<file path="src/rtl/retry_buf_wr_sched_pkg.sv">
// retry_pkg: shared constants and types for the retry-buffer write scheduler.
//   FLIT_W / BUFF_DEPTH / PTR_W : default flit width, buffer depth, pointer width
//   wr_sched_state_e            : scheduler FSM states (RUN, REPLAY)
//   grant_src_e                 : arbitration source (PROT, LLC)
package retry_pkg;

  localparam int FLIT_W     = 528;
  localparam int BUFF_DEPTH = 64;
  localparam int PTR_W      = 6;

  localparam logic [0:0] ST_RUN    = 1'b0;
  localparam logic [0:0] ST_REPLAY = 1'b1;

  typedef enum logic [0:0] {
    RUN    = ST_RUN,
    REPLAY = ST_REPLAY
  } wr_sched_state_e;

  typedef enum logic [0:0] {
    PROT = 1'b0,
    LLC  = 1'b1
  } grant_src_e;

endpackage

</file>
<file path="src/rtl/retry_buf_wr_sched_if.sv">
// retry_buf_wr_sched_if: flit handshakes, free-count/replay/flush status and
// the retry-buffer write port of the write scheduler.
//   master : flit sources and status producers (drives i_*, observes o_*)
//   slave  : the scheduler (observes i_*, drives o_*)
interface retry_buf_wr_sched_if #(
  parameter int FLIT_W = retry_pkg::FLIT_W,
  parameter int PTR_W  = retry_pkg::PTR_W
);

  logic              i_prot_valid;
  logic              o_prot_ready;
  logic [FLIT_W-1:0] i_prot_flit;
  logic              i_llc_valid;
  logic              o_llc_ready;
  logic [FLIT_W-1:0] i_llc_flit;
  logic [7:0]        i_retry_num_free_buff;
  logic              i_replay_active;
  logic              i_flush;
  logic              o_wr_en;
  logic [PTR_W-1:0]  o_wr_addr;
  logic [FLIT_W-1:0] o_wr_data;
  logic              o_wr_is_llc;

  modport master (
    output i_prot_valid, i_prot_flit, i_llc_valid, i_llc_flit,
           i_retry_num_free_buff, i_replay_active, i_flush,
    input  o_prot_ready, o_llc_ready, o_wr_en, o_wr_addr, o_wr_data, o_wr_is_llc
  );

  modport slave (
    input  i_prot_valid, i_prot_flit, i_llc_valid, i_llc_flit,
           i_retry_num_free_buff, i_replay_active, i_flush,
    output o_prot_ready, o_llc_ready, o_wr_en, o_wr_addr, o_wr_data, o_wr_is_llc
  );

endinterface

</file>
<file path="src/rtl/retry_buf_wr_sched_rr_arb2.sv">
// rr_arb2: two-requester round-robin arbiter.
//   i_clk, i_rst : clock, asynchronous active-high reset
//   i_clr        : synchronous clear of the last-grant register
//   i_en         : allows the last-grant register to update on a grant
//   i_req[0]=PROT, i_req[1]=LLC ; o_gnt one-hot (or zero), combinational
module rr_arb2
  import retry_pkg::*;
(
  input  logic       i_clk,
  input  logic       i_rst,
  input  logic       i_clr,
  input  logic       i_en,
  input  logic [1:0] i_req,
  output logic [1:0] o_gnt
);

  grant_src_e r_last;

  always_comb begin
    o_gnt = '0;
    case (i_req)
      2'b01:   o_gnt = 2'b01;
      2'b10:   o_gnt = 2'b10;
      // Tie goes to whichever side did not win last time.
      2'b11:   o_gnt = (r_last == LLC) ? 2'b01 : 2'b10;
      default: o_gnt = '0;
    endcase
  end

  always_ff @(posedge i_clk or posedge i_rst) begin
    if (i_rst) begin
      r_last <= LLC;
    end else if (i_clr) begin
      r_last <= LLC;
    end else if (i_en && (o_gnt != 2'b00)) begin
      r_last <= o_gnt[1] ? LLC : PROT;
    end
  end

endmodule

</file>
<file path="src/rtl/retry_buf_wr_sched.sv">
// retry_buf_wr_sched: retry-buffer write scheduler. Arbitrates protocol and
// LLCTRL flits, gates on the free-entry count, blocks during replay and
// issues one registered write per granted flit (wr_en doubles as the
// free-counter decrement).
//   i_clk, i_rst : clock, asynchronous active-high reset
//   bus (slave)  : flit handshakes, free count, replay, flush, write port
module retry_buf_wr_sched #(
  parameter int FLIT_W      = retry_pkg::FLIT_W,
  parameter int BUFF_DEPTH  = retry_pkg::BUFF_DEPTH,
  parameter int PTR_W       = retry_pkg::PTR_W,
  parameter int LLC_RESERVE = 1
) (
  input  logic                  i_clk,
  input  logic                  i_rst,
  retry_buf_wr_sched_if.slave   bus
);

  import retry_pkg::*;

  wr_sched_state_e   r_state;
  logic [PTR_W-1:0]  r_wr_ptr;
  logic              r_wr_en;
  logic [PTR_W-1:0]  r_wr_addr;
  logic [FLIT_W-1:0] r_wr_data;
  logic              r_wr_is_llc;

  logic [8:0] w_eff_free;
  logic       w_run;
  logic [1:0] w_req;
  logic [1:0] w_gnt;

  // The write issued last cycle is not yet reflected in the counter value.
  always_comb begin
    w_eff_free = '0;
    if (bus.i_retry_num_free_buff != 8'd0) begin
      w_eff_free = {1'b0, bus.i_retry_num_free_buff} - {8'd0, r_wr_en};
    end
  end

  assign w_run = !i_rst && !bus.i_flush && !bus.i_replay_active && (r_state == RUN);

  always_comb begin
    w_req    = '0;
    w_req[0] = w_run && bus.i_prot_valid && (w_eff_free > 9'(LLC_RESERVE));
    w_req[1] = w_run && bus.i_llc_valid  && (w_eff_free != 9'd0);
  end

  rr_arb2 u_arb (
    .i_clk (i_clk),
    .i_rst (i_rst),
    .i_clr (bus.i_flush),
    .i_en  (w_run),
    .i_req (w_req),
    .o_gnt (w_gnt)
  );

  assign bus.o_prot_ready = w_gnt[0];
  assign bus.o_llc_ready  = w_gnt[1];

  always_ff @(posedge i_clk or posedge i_rst) begin
    if (i_rst) begin
      r_state <= RUN;
    end else if (bus.i_flush) begin
      r_state <= RUN;
    end else begin
      case (r_state)
        RUN:     if (bus.i_replay_active)  r_state <= REPLAY;
        REPLAY:  if (!bus.i_replay_active) r_state <= RUN;
        default: r_state <= RUN;
      endcase
    end
  end

  always_ff @(posedge i_clk or posedge i_rst) begin
    if (i_rst) begin
      r_wr_ptr    <= '0;
      r_wr_en     <= 1'b0;
      r_wr_addr   <= '0;
      r_wr_data   <= '0;
      r_wr_is_llc <= 1'b0;
    end else if (bus.i_flush) begin
      r_wr_ptr <= '0;
      r_wr_en  <= 1'b0;
    end else if (w_gnt != 2'b00) begin
      r_wr_en     <= 1'b1;
      r_wr_addr   <= r_wr_ptr;
      r_wr_data   <= w_gnt[1] ? bus.i_llc_flit : bus.i_prot_flit;
      r_wr_is_llc <= w_gnt[1];
      r_wr_ptr    <= (r_wr_ptr == PTR_W'(BUFF_DEPTH - 1)) ? '0 : r_wr_ptr + PTR_W'(1);
    end else begin
      r_wr_en <= 1'b0;
    end
  end

  assign bus.o_wr_en     = r_wr_en;
  assign bus.o_wr_addr   = r_wr_addr;
  assign bus.o_wr_data   = r_wr_data;
  assign bus.o_wr_is_llc = r_wr_is_llc;

endmodule

</file>
<file path="src/flat_wrapper.sv">
// flat-port wrapper written by rule: the top's interface ports become plain ports
module retry_buf_wr_sched_flat import retry_pkg::*;
#(
  parameter int FLIT_W      = retry_pkg::FLIT_W,
  parameter int BUFF_DEPTH  = retry_pkg::BUFF_DEPTH,
  parameter int PTR_W       = retry_pkg::PTR_W,
  parameter int LLC_RESERVE = 1
)
  (i_clk, i_rst, bus_i_prot_valid, bus_i_prot_flit, bus_i_llc_valid, bus_i_llc_flit, bus_i_retry_num_free_buff, bus_i_replay_active, bus_i_flush, bus_o_prot_ready, bus_o_llc_ready, bus_o_wr_en, bus_o_wr_addr, bus_o_wr_data, bus_o_wr_is_llc);
  retry_buf_wr_sched_if #(.FLIT_W(FLIT_W), .PTR_W(PTR_W)) bus_i ();
  input  logic i_clk;
  input  logic i_rst;
  input wire logic [$bits(bus_i.i_prot_valid)-1:0] bus_i_prot_valid;
  input wire logic [$bits(bus_i.i_prot_flit)-1:0] bus_i_prot_flit;
  input wire logic [$bits(bus_i.i_llc_valid)-1:0] bus_i_llc_valid;
  input wire logic [$bits(bus_i.i_llc_flit)-1:0] bus_i_llc_flit;
  input wire logic [$bits(bus_i.i_retry_num_free_buff)-1:0] bus_i_retry_num_free_buff;
  input wire logic [$bits(bus_i.i_replay_active)-1:0] bus_i_replay_active;
  input wire logic [$bits(bus_i.i_flush)-1:0] bus_i_flush;
  output wire logic [$bits(bus_i.o_prot_ready)-1:0] bus_o_prot_ready;
  output wire logic [$bits(bus_i.o_llc_ready)-1:0] bus_o_llc_ready;
  output wire logic [$bits(bus_i.o_wr_en)-1:0] bus_o_wr_en;
  output wire logic [$bits(bus_i.o_wr_addr)-1:0] bus_o_wr_addr;
  output wire logic [$bits(bus_i.o_wr_data)-1:0] bus_o_wr_data;
  output wire logic [$bits(bus_i.o_wr_is_llc)-1:0] bus_o_wr_is_llc;
  assign bus_i.i_prot_valid = bus_i_prot_valid;
  assign bus_i.i_prot_flit = bus_i_prot_flit;
  assign bus_i.i_llc_valid = bus_i_llc_valid;
  assign bus_i.i_llc_flit = bus_i_llc_flit;
  assign bus_i.i_retry_num_free_buff = bus_i_retry_num_free_buff;
  assign bus_i.i_replay_active = bus_i_replay_active;
  assign bus_i.i_flush = bus_i_flush;
  assign bus_o_prot_ready = bus_i.o_prot_ready;
  assign bus_o_llc_ready = bus_i.o_llc_ready;
  assign bus_o_wr_en = bus_i.o_wr_en;
  assign bus_o_wr_addr = bus_i.o_wr_addr;
  assign bus_o_wr_data = bus_i.o_wr_data;
  assign bus_o_wr_is_llc = bus_i.o_wr_is_llc;
  retry_buf_wr_sched #(.FLIT_W(FLIT_W), .BUFF_DEPTH(BUFF_DEPTH), .PTR_W(PTR_W), .LLC_RESERVE(LLC_RESERVE)) u_core (.i_clk(i_clk), .i_rst(i_rst), .bus(bus_i));
endmodule
</file>
<file path="config.mk">
export PLATFORM = sky130hd
export DESIGN_NAME = retry_buf_wr_sched_flat
export DESIGN_NICKNAME = d
export VERILOG_FILES = /design/src/rtl/retry_buf_wr_sched_pkg.sv /design/src/rtl/retry_buf_wr_sched_if.sv /design/src/rtl/retry_buf_wr_sched_rr_arb2.sv /design/src/rtl/retry_buf_wr_sched.sv /design/src/flat_wrapper.sv
export SDC_FILE = /design/constraint.sdc
export NUM_CORES = 1
export LEC_CHECK = 0
export BUFFER_PORTS_ARGS = -buffer_cell sky130_fd_sc_hd__buf_4
export CORE_AREA = 2 2 618 620
export CTS_BUF_LIST = sky130_fd_sc_hd__clkbuf_8
export CTS_CLUSTER_SIZE = 28
export DETAILED_ROUTE_END_ITERATION = 8
export DIE_AREA = 0 0 620 622
export GPL_ROUTABILITY_DRIVEN = 0
export GPL_TIMING_DRIVEN = 0
export PLACE_DENSITY_LB_ADDON = 0.12
export SYNTH_ARGS = -nofsm -noshare
export SYNTH_HDL_FRONTEND = slang
export SYNTH_SLANG_ARGS = --single-unit
export TNS_END_PERCENT = 30
</file>
<file path="constraint.sdc">
create_clock -name i_clk -period 26.9 [get_ports i_clk]
set_clock_uncertainty 0.2 [all_clocks]
set_input_delay 8.07 -clock i_clk [delete_from_list [all_inputs] [get_ports i_clk]]
set_output_delay 8.07 -clock i_clk [all_outputs]
set_load 0.02 [all_outputs]
</file>
==> results of run 1 <==
stage by stage:
| stage | hold slack [ns] | instances | total power (W) | util [%] |
|---|---|---|---|---|
| finish | 0.287 | 9276 | 0.00360 | 11.6 |
| global route | 0.322 | 9266 | 0.00382 | 11.6 |
| CTS | 0.289 | 9262 | 0.00374 | 11.6 |
| detailed placement | 0.275 | 9024 | 0.00258 | 10.9 |
| global placement | 0.272 | 9017 | 0.00258 | 10.8 |
| floorplan | 0.269 | 2394 | 0.00160 | - |
worst min-delay path by stage:
stage,to,startpoint,cells past startpoint,slack [ns]
finish,u_core.bus.o_wr_is_llc$_DFFE_PP0P_,u_core.bus.o_wr_is_llc$_DFFE_PP0P_,2,0.29
floorplan,u_core.bus.o_wr_addr[5]$_DFFE_PP0P_,u_core.r_wr_ptr[5]$_DFFE_PP0P_,2,0.27
CTS,u_core.bus.o_wr_is_llc$_DFFE_PP0P_,u_core.bus.o_wr_is_llc$_DFFE_PP0P_,2,0.29
detailed placement,u_core.bus.o_wr_addr[4]$_DFFE_PP0P_,u_core.bus.o_wr_addr[4]$_DFFE_PP0P_,2,0.27
global route,u_core.bus.o_wr_addr[1]$_DFFE_PP0P_,u_core.bus.o_wr_addr[1]$_DFFE_PP0P_,2,0.32
global placement,u_core.bus.o_wr_addr[4]$_DFFE_PP0P_,u_core.bus.o_wr_addr[4]$_DFFE_PP0P_,2,0.27
worst reg2reg max path, delay by kind of cell (launching register included):
family | cells | cell delay [ns]
AND/OR/NAND/NOR | 3 | 0.92
AO/OA/AOI/OAI | 3 | 1.10
XOR/XNOR | 1 | 0.12
adder cells (fa/ha/maj) | 1 | 0.17
flip-flops | 1 | 0.38
buffers and inverters | 3 | 1.68
metal layers:
| layer | wire (um) | track usage [%] | up-vias |
|---|---|---|---|
| li1 | - | - | 11900 |
| met3 | 29800 | 6.49 | 289 |
| met1 | 103000 | 15.0 | 13500 |
| met5 | 251 | 0 | - |
| met4 | 4970 | 2.37 | 38 |
| met2 | 142000 | 25.2 | 1220 |
synthesized netlist by cell type, types with 2 or more instances:
master    instances  share of area (%)
o31ai_1           2              0.067
a31oi_1           2              0.056
o22ai_1         527                 15
a41oi_1           3               0.12
ha_1              3               0.17
nand2_1          27               0.45
and3_1            2              0.056
inv_2             2              0.033
a221o_1           2              0.089
buf_2            65                1.4
a21oi_1           3              0.067
dfrtp_1         543                 60
inv_1             7               0.12
nor2b_1           4               0.11
clkbuf_1         56               0.93
nor4_1            2              0.056
buf_1            11               0.18
nor2_1         1061                 18
nor3_1            2              0.044
buf_6            45                2.3
nand3b_1          3               0.10
placed cells by master (no fill, tap or decap), drive strengths merged, types with 2 or more instances in the layout:
cell       n
o22ai    527
nor4       2
a41oi      3
diode     14
a31oi      2
nand3      2
o31ai      2
a221o      2
nand3b     3
and3       2
o21ai      2
clkbuf   226
a21oi      3
inv       60
nor3       3
mux2       2
clkinv    16
nand2     27
ha         3
nor2    1061
nor2b      4
dfrtp    543
buf     1735
report_power, final:
part,internal (W),total (W),switching [W]
Clock,0.000569,0.00110,0.000531
Combinational,0.000475,0.00128,0.000809
Sequential,0.00101,0.00122,0.000203
cell type report:
class | instances | area, um2 | area share (%)
diodes | 14 | 35.0 | 0.0801
plain buffers | 177 | 1090 | 2.48
clock buffers | 170 | 2340 | 5.35
clock inverters | 68 | 324 | 0.741
inverters | 9 | 41.3 | 0.0944
multi-input cells | 1664 | 7790 | 17.8
flip-flops and latches | 544 | 13600 | 31.1
well taps | 5016 | 6280 | 14.3
repair buffers | 1614 | 12300 | 28.0
registers in the layout, summed over array words and instances, names as in the netlist:
signal	cells
u_core.r_wr_ptr	6
u_core.bus.o_wr_is_llc	1
u_core.r_state	1
u_core.u_arb.r_last	1
u_core.bus.o_wr_addr	6
u_core.bus.o_wr_en	1
u_core.bus.o_wr_data	528
cells by family (layout without fill, tap and decap cells):
family / count (synthesis) / after routing / share of synthesized area, %
buf+inv: 186 / 2038 / 4.96
xor+xnor: 1 / 1 / 0.0389
fa+ha+maj: 3 / 3 / 0.167
mux: 3 / 3 / 0.145
simple gates: 1110 / 1110 / 18.8
flops: 544 / 544 / 60.5
compound gates: 547 / 547 / 15.4
other cells: 0 / 14 / 0
==> metrics.md, run 1 <==
| Metric | Value |
|---|---|
| Startpoint Class | `input port` |
| Worst r2r dst | `u_core.bus.o_wr_data[124]$_DFFE_PP0P_` |
| Layout fillers | `approximately 44000` |
| Vias in the first global route | `about 28000` |
| Worst Path Buf+Inv | `6` |
| Global-route usage over all layers | `~14%` |
| H-tree levels | `4` |
| Setup TNS | `0 ns` |
| Initial antenna violation count | `52` |
| EDFF count, synth | `0` |
| Unrepaired setup endpoints after global routing | `no` |
| Routed Antenna Nets | `0` |
| Postcts setup bufs | `0` |
| Core Rows | `226` |
| Final WL | `280 mm` |
| Leak pwr | `19.2 nW` |
| Endpoints failing hold | `0` |
| Post-Syn Instances | `~2400` |
| Hold buffer count at CTS | `0` |
| Library cells used by synthesis | `43` |
| CTS tree | `built` |
| Least-Margin Pin Slew | `1.20 ns` |
| Mapped Area | `0.0225 mm2` |
| Share of layout cells above drive strength 1 | `between 40% and 50%` |
| Die area | `0.386 mm2` |
| Top_reg_cell synth | `dfrtp_1` |
| First-pass GRT wire length | `346 mm` |
| Setup Slack @ Placement | `6.58 ns` |
| Worst setup margin | `6.89 ns` |
| Yosys warning total | `0` |
| Status | `completed` |
| Starting Density | `5.95%` |
| Headroom to the max-slew limit | `20.0%` |
| IO Port Bufs | `1607` |
| # IOs | `about 1600` |
| Min-delay worst type | `register to register` |
| Clock Sink Count | `544` |
| Part of the Yosys area used for sequential elements | `60.5%` |
| Crit-path max cell delay | `around 0.8 ns` |
| Crit path DAT | `11.74 ns` |
| Post-CTS sizing | `0` |
| Dpl cell area | `0.0411 mm2` |
| Worst vdd ir | `approximately 0.027 mV` |
| Crit-path cells | `buf_4 > inv_1 > ha_1 > nor2b_1 > xor2_1 > o31ai_1 > a41oi_1 > nand3_2 > buf_2 > buf_2 > inv_2 > buf_4` |
| WP data required | `~19 ns` |
| Clock Latency Late Sink | `0.92 ns` |
| Total CTS buffers | `144` |
| Area grow syn2layout | `94.4%` |
| Root buffer cell | `clkbuf_8` |
| Ys async rst share | `100%` |
| Fin area | `0.0438 mm2` |
| Die Y | `~620 um` |
| WS Path Type | `input port to output pin` |
| Vias/cell | `2.91` |
| Crit path max fanout | `10` |
| #FFs+latches synth | `544` |
| Syn Area/Cell | `9.40 um2` |
| Critical path depth | `12` |
| Setup crit end | `bus_o_llc_ready` |
| Clock-pin slew on the worst setup and hold paths | `0.04 ns` |
| Die width | `620 um` |
| TritonRoute pass-1 iters | `5` |
| Critical-path top delay cell | `nand3_2` |
| Max-slew violation count | `0` |
| Total grt overflow | `0` |
| Top delay family on crit path | `buffers and inverters` |
| Worst setup EP type | `output pin` |
| CP Launch Point | `bus_i_retry_num_free_buff[0]` |
| Largest net degree at the start of global routing | `99` |
| Worst reg2reg path startpoint | `u_core.bus.o_wr_en$_DFF_PP0_` |
| Maxcap violations | `0` |
| Dpl hpwl | `between 200 and 250 mm` |
| Nets | `around 5200` |
| DRC Markers | `0` |
| WL/cell | `between 30 and 40 um` |
| Fin crit share | `74.4%` |
| CORE AREA | `roughly 0.38 mm2` |
| Final setup viols | `0` |
| Via count | `27000` |
| Initial DRC Count | `around 1400` |
| Power density over the cells | `~82 mW/mm2` |
| Max Buffers Root-to-Sink | `4` |
| Final Critical Period | `between 20 and 25 ns` |
| Syn Nets | `3467` |
| R2R setup slack | `22.28 ns` |
| Max frequency | `50.0 MHz` |
| R2R depth | `11` |
No activity file was read; power rests on OpenSTA's default activity.
==> run 2, diff against run 1 <==
==> constraint.sdc (replaced) <==
create_clock -name i_clk -period 18.7 [get_ports i_clk]
set_clock_uncertainty 0.2 [all_clocks]
set_input_delay 5.61 -clock i_clk [delete_from_list [all_inputs] [get_ports i_clk]]
set_output_delay 5.61 -clock i_clk [all_outputs]
set_load 0.02 [all_outputs]
==> run 2 against run 1 <==
The flow now finishes with violations (max-capacitance violations, max-slew violations). First-iteration DRC count down 1.2%. Critical endpoint unchanged. Highest routed layer unchanged. Routed wire length down 0.27%. Die area unchanged.
==> metrics.md, run 2 (same netlist as run 1, synthesis figures left out) <==
| Metric | Value |
|---|---|
| Status | `finished, violations left (was completed)` |
| Failing checks | `max-capacitance violations, max-slew violations` |
| Crit path max fanout | `10 (unchanged)` |
| Tot Pwr | `0.00526 W (was 0.00360 W)` |
| Most common cell after layout, fill and taps aside | `buf_4 (unchanged)` |
| Leak pwr | `19.4 nW (was 19.2 nW)` |
| Setup Slack @ Placement | `2.75 ns (was 6.58 ns)` |
| Critical path depth | `12 (unchanged)` |
| Max Buffers Root-to-Sink | `4 (unchanged)` |
| Via count | `26800 (was 27000)` |
| Switching Share | `41.9% (was 42.9%)` |
| R2R depth | `12 (was 11)` |
| Commonest non-fill, non-tap cells in the layout | `buf_4 (1607), nor2_1 (1061), dfrtp_1 (543) (unchanged)` |
| DRC Markers | `0 (unchanged)` |
| Die Y | `622 um (unchanged)` |
| Die area | `0.386 mm2 (unchanged)` |
| WP data required | `12.89 ns (was 18.63 ns)` |
| Post-CTS sizing | `0 (unchanged)` |
| Final setup viols | `0 (unchanged)` |
| Endpoints failing hold | `0 (unchanged)` |
| Nets | `5245 (was 5227)` |
| CORE AREA | `0.378 mm2 (unchanged)` |
| Crit path DAT | `10.15 ns (was 11.74 ns)` |
| H-tree levels | `4 (unchanged)` |
| CTS tree | `built (unchanged)` |
| Least-Margin Pin Slew | `1.61 ns (was 1.20 ns)` |
| Hold buffer count at CTS | `0 (unchanged)` |
| Worst setup EP type | `output pin (unchanged)` |
| WS Path Type | `input port to output pin (unchanged)` |
| Root buffer cell | `clkbuf_8 (unchanged)` |
| Initial DRC Count | `1423 (was 1440)` |
| Worst vdd ir | `0.0438 mV (was 0.0273 mV)` |
| Power density over the cells | `119 mW/mm2 (was 82.3 mW/mm2)` |
| Worst Path Buf+Inv | `6 (unchanged)` |
| WL/cell | `30.0 um (was 30.2 um)` |
| Crit-path max cell delay | `1.24 ns (was 0.82 ns)` |
| Clock-pin slew on the worst setup and hold paths | `0.05 ns (was 0.04 ns)` |
| Max-slew violation count | `8 (was 0)` |
| Clock Sink Count | `544 (unchanged)` |
| Initial antenna violation count | `65 (was 52)` |
| # IOs | `1608 (unchanged)` |
| Dpl hpwl | `243 mm (was 242 mm)` |
| P_int | `0.00306 W (was 0.00206 W)` |
| Unrepaired setup endpoints after global routing | `no (unchanged)` |
| Startpoint Class | `input port (unchanged)` |
| Max FFs per register | `528 (unchanged)` |
| Die width | `620 um (unchanged)` |
| Crit-path cells | `buf_4 > inv_1 > ha_1 > ha_1 > o21a_1 > o311ai_2 > a41oi_1 > nand3_4 > buf_2 > buf_2 > inv_2 > buf_4 (was buf_4 > inv_1 > ha_1 > nor2b_1 > xor2_1 > o31ai_1 > a41oi_1 > nand3_2 > buf_2 > buf_2 > inv_2 > buf_4)` |
| TritonRoute pass-1 iters | `5 (unchanged)` |
| Clock Latency Late Sink | `0.93 ns (was 0.92 ns)` |
| First-pass GRT wire length | `347 mm (was 346 mm)` |
| Global-route usage over all layers | `14.0% (about the same)` |
| Area grow syn2layout | `96.7% (was 94.4%)` |
| Flop pwr share | `32.9% (was 33.8%)` |
| Starting Density | `5.95% (unchanged)` |
| Share of layout cells above drive strength 1 | `45.8% (was 45.4%)` |
| Headroom to the max-slew limit | `-7.22% (was 20.0%)` |
| Fin util | `11.7% (was 11.6%)` |
| Layout fillers | `43900 (was 44000)` |
| Worst setup margin | `2.74 ns (was 6.89 ns)` |
| Vias/cell | `2.88 (was 2.91)` |
| Part of the power in combinational logic | `35.1% (was 35.7%)` |
| Psw | `0.00221 W (was 0.00154 W)` |
| Total CTS buffers | `146 (was 144)` |
| Fin Hold WS | `0.289 ns (was 0.287 ns)` |
| Clock share of power | `32.0% (was 30.6%)` |
| Maxcap violations | `1 (was 0)` |
| IO Port Bufs | `1607 (unchanged)` |
| Hold Path Stages | `2 (unchanged)` |
| Core Rows | `226 (unchanged)` |
| Critical-path top delay cell | `o311ai_2 (was nand3_2)` |
| Postcts setup bufs | `0 (unchanged)` |
| Final WL | `280 mm (about the same)` |
| Fin crit share | `a little under nine tenths` |
| Total grt overflow | `0 (unchanged)` |
| Max frequency | `62.6 MHz` |
| Vias in the first global route | `28800 (was 28400)` |
| Top delay family on crit path | `compound AO/OA/AOI/OAI gates (was buffers and inverters)` |
| Min-delay worst type | `register to register (unchanged)` |
| Final Critical Period | `15.96 ns` |
| Routed Antenna Nets | `0 (unchanged)` |
| Largest net degree at the start of global routing | `33 (was 99)` |
[run 2: changes by cell type in the layout (fill, tap and decap cells not counted), sizes merged]
cell      previous run  this run
buf               1735      1751
bufinv               0         3
clkbuf             226       238
clkinv              16         9
clkinvlp             1         3
diode               14        20
inv                 60        57
[run 2: per-stage QoR]
stage,instances,cell area [um2],setup TNS [ns]
after global placement,9017,40900,-674.77
final,9305,44300,0
after global routing,9290,44200,0
after detailed placement,9040,41300,0
after floorplan,2394,22500,0
after CTS,9285,44200,0
[run 2: tightest hold or removal path: cells and delay by family (launching register included)]
kind             cells  cell delay [ns]
AND/OR/NAND/NOR      2             0.11
flip-flops           1             0.35
[run 2: area by class of cell]
class | instances | area [um2] | share of cell area [%]
Sequential cell | 544 | 13600 | 30.7
Timing Repair Buffer | 1630 | 12500 | 28.3
Multi-Input combinational cell | 1664 | 7800 | 17.6
Tap cell | 5016 | 6280 | 14.2
Clock buffer | 182 | 2500 | 5.66
Buffer | 177 | 1080 | 2.45
Clock inverter | 63 | 378 | 0.853
Antenna cell | 20 | 50.0 | 0.113
Inverter | 9 | 37.5 | 0.0848
[run 2: per-layer routing]
metal,track usage [%],share of wire (%),up-vias
met2,23.9,48,1276
met3,7.88,13,302
li1,-,-,11900
met4,3.22,2.5,14
met5,0,0.033,-
met1,14.9,36,13300
[run 2: power by group through the flow]
stage / registers, W / clock network (W) / logic (W)
after CTS: 0.00174 / 0.00180 / 0.00192
after global routing: 0.00177 / 0.00183 / 0.00201
after detailed placement: 0.00175 / 0 / 0.00192
final: 0.00173 / 0.00168 / 0.00185
after global placement: 0.00176 / 0 / 0.00191
after floorplan: 0.00197 / 0 / 0.000331
[run 2: path summary, 6_finish.rpt]
check	start	to	slack, ns
hold / removal	u_core.bus.o_wr_addr[2]$_DFFE_PP0P_	u_core.bus.o_wr_addr[2]$_DFFE_PP0P_	0.29
max in group asynchronous	i_rst	u_core.bus.o_wr_data[434]$_DFFE_PP0P_	12.25
hold reg to reg	u_core.bus.o_wr_addr[2]$_DFFE_PP0P_	u_core.bus.o_wr_addr[2]$_DFFE_PP0P_	0.29
min in group asynchronous	i_rst	u_core.bus.o_wr_data[222]$_DFFE_PP0P_	4.61
setup reg to reg	u_core.bus.o_wr_en$_DFF_PP0_	u_core.bus.o_wr_data[515]$_DFFE_PP0P_	12.86
setup / recovery	bus_i_retry_num_free_buff[0]	bus_o_llc_ready	2.74
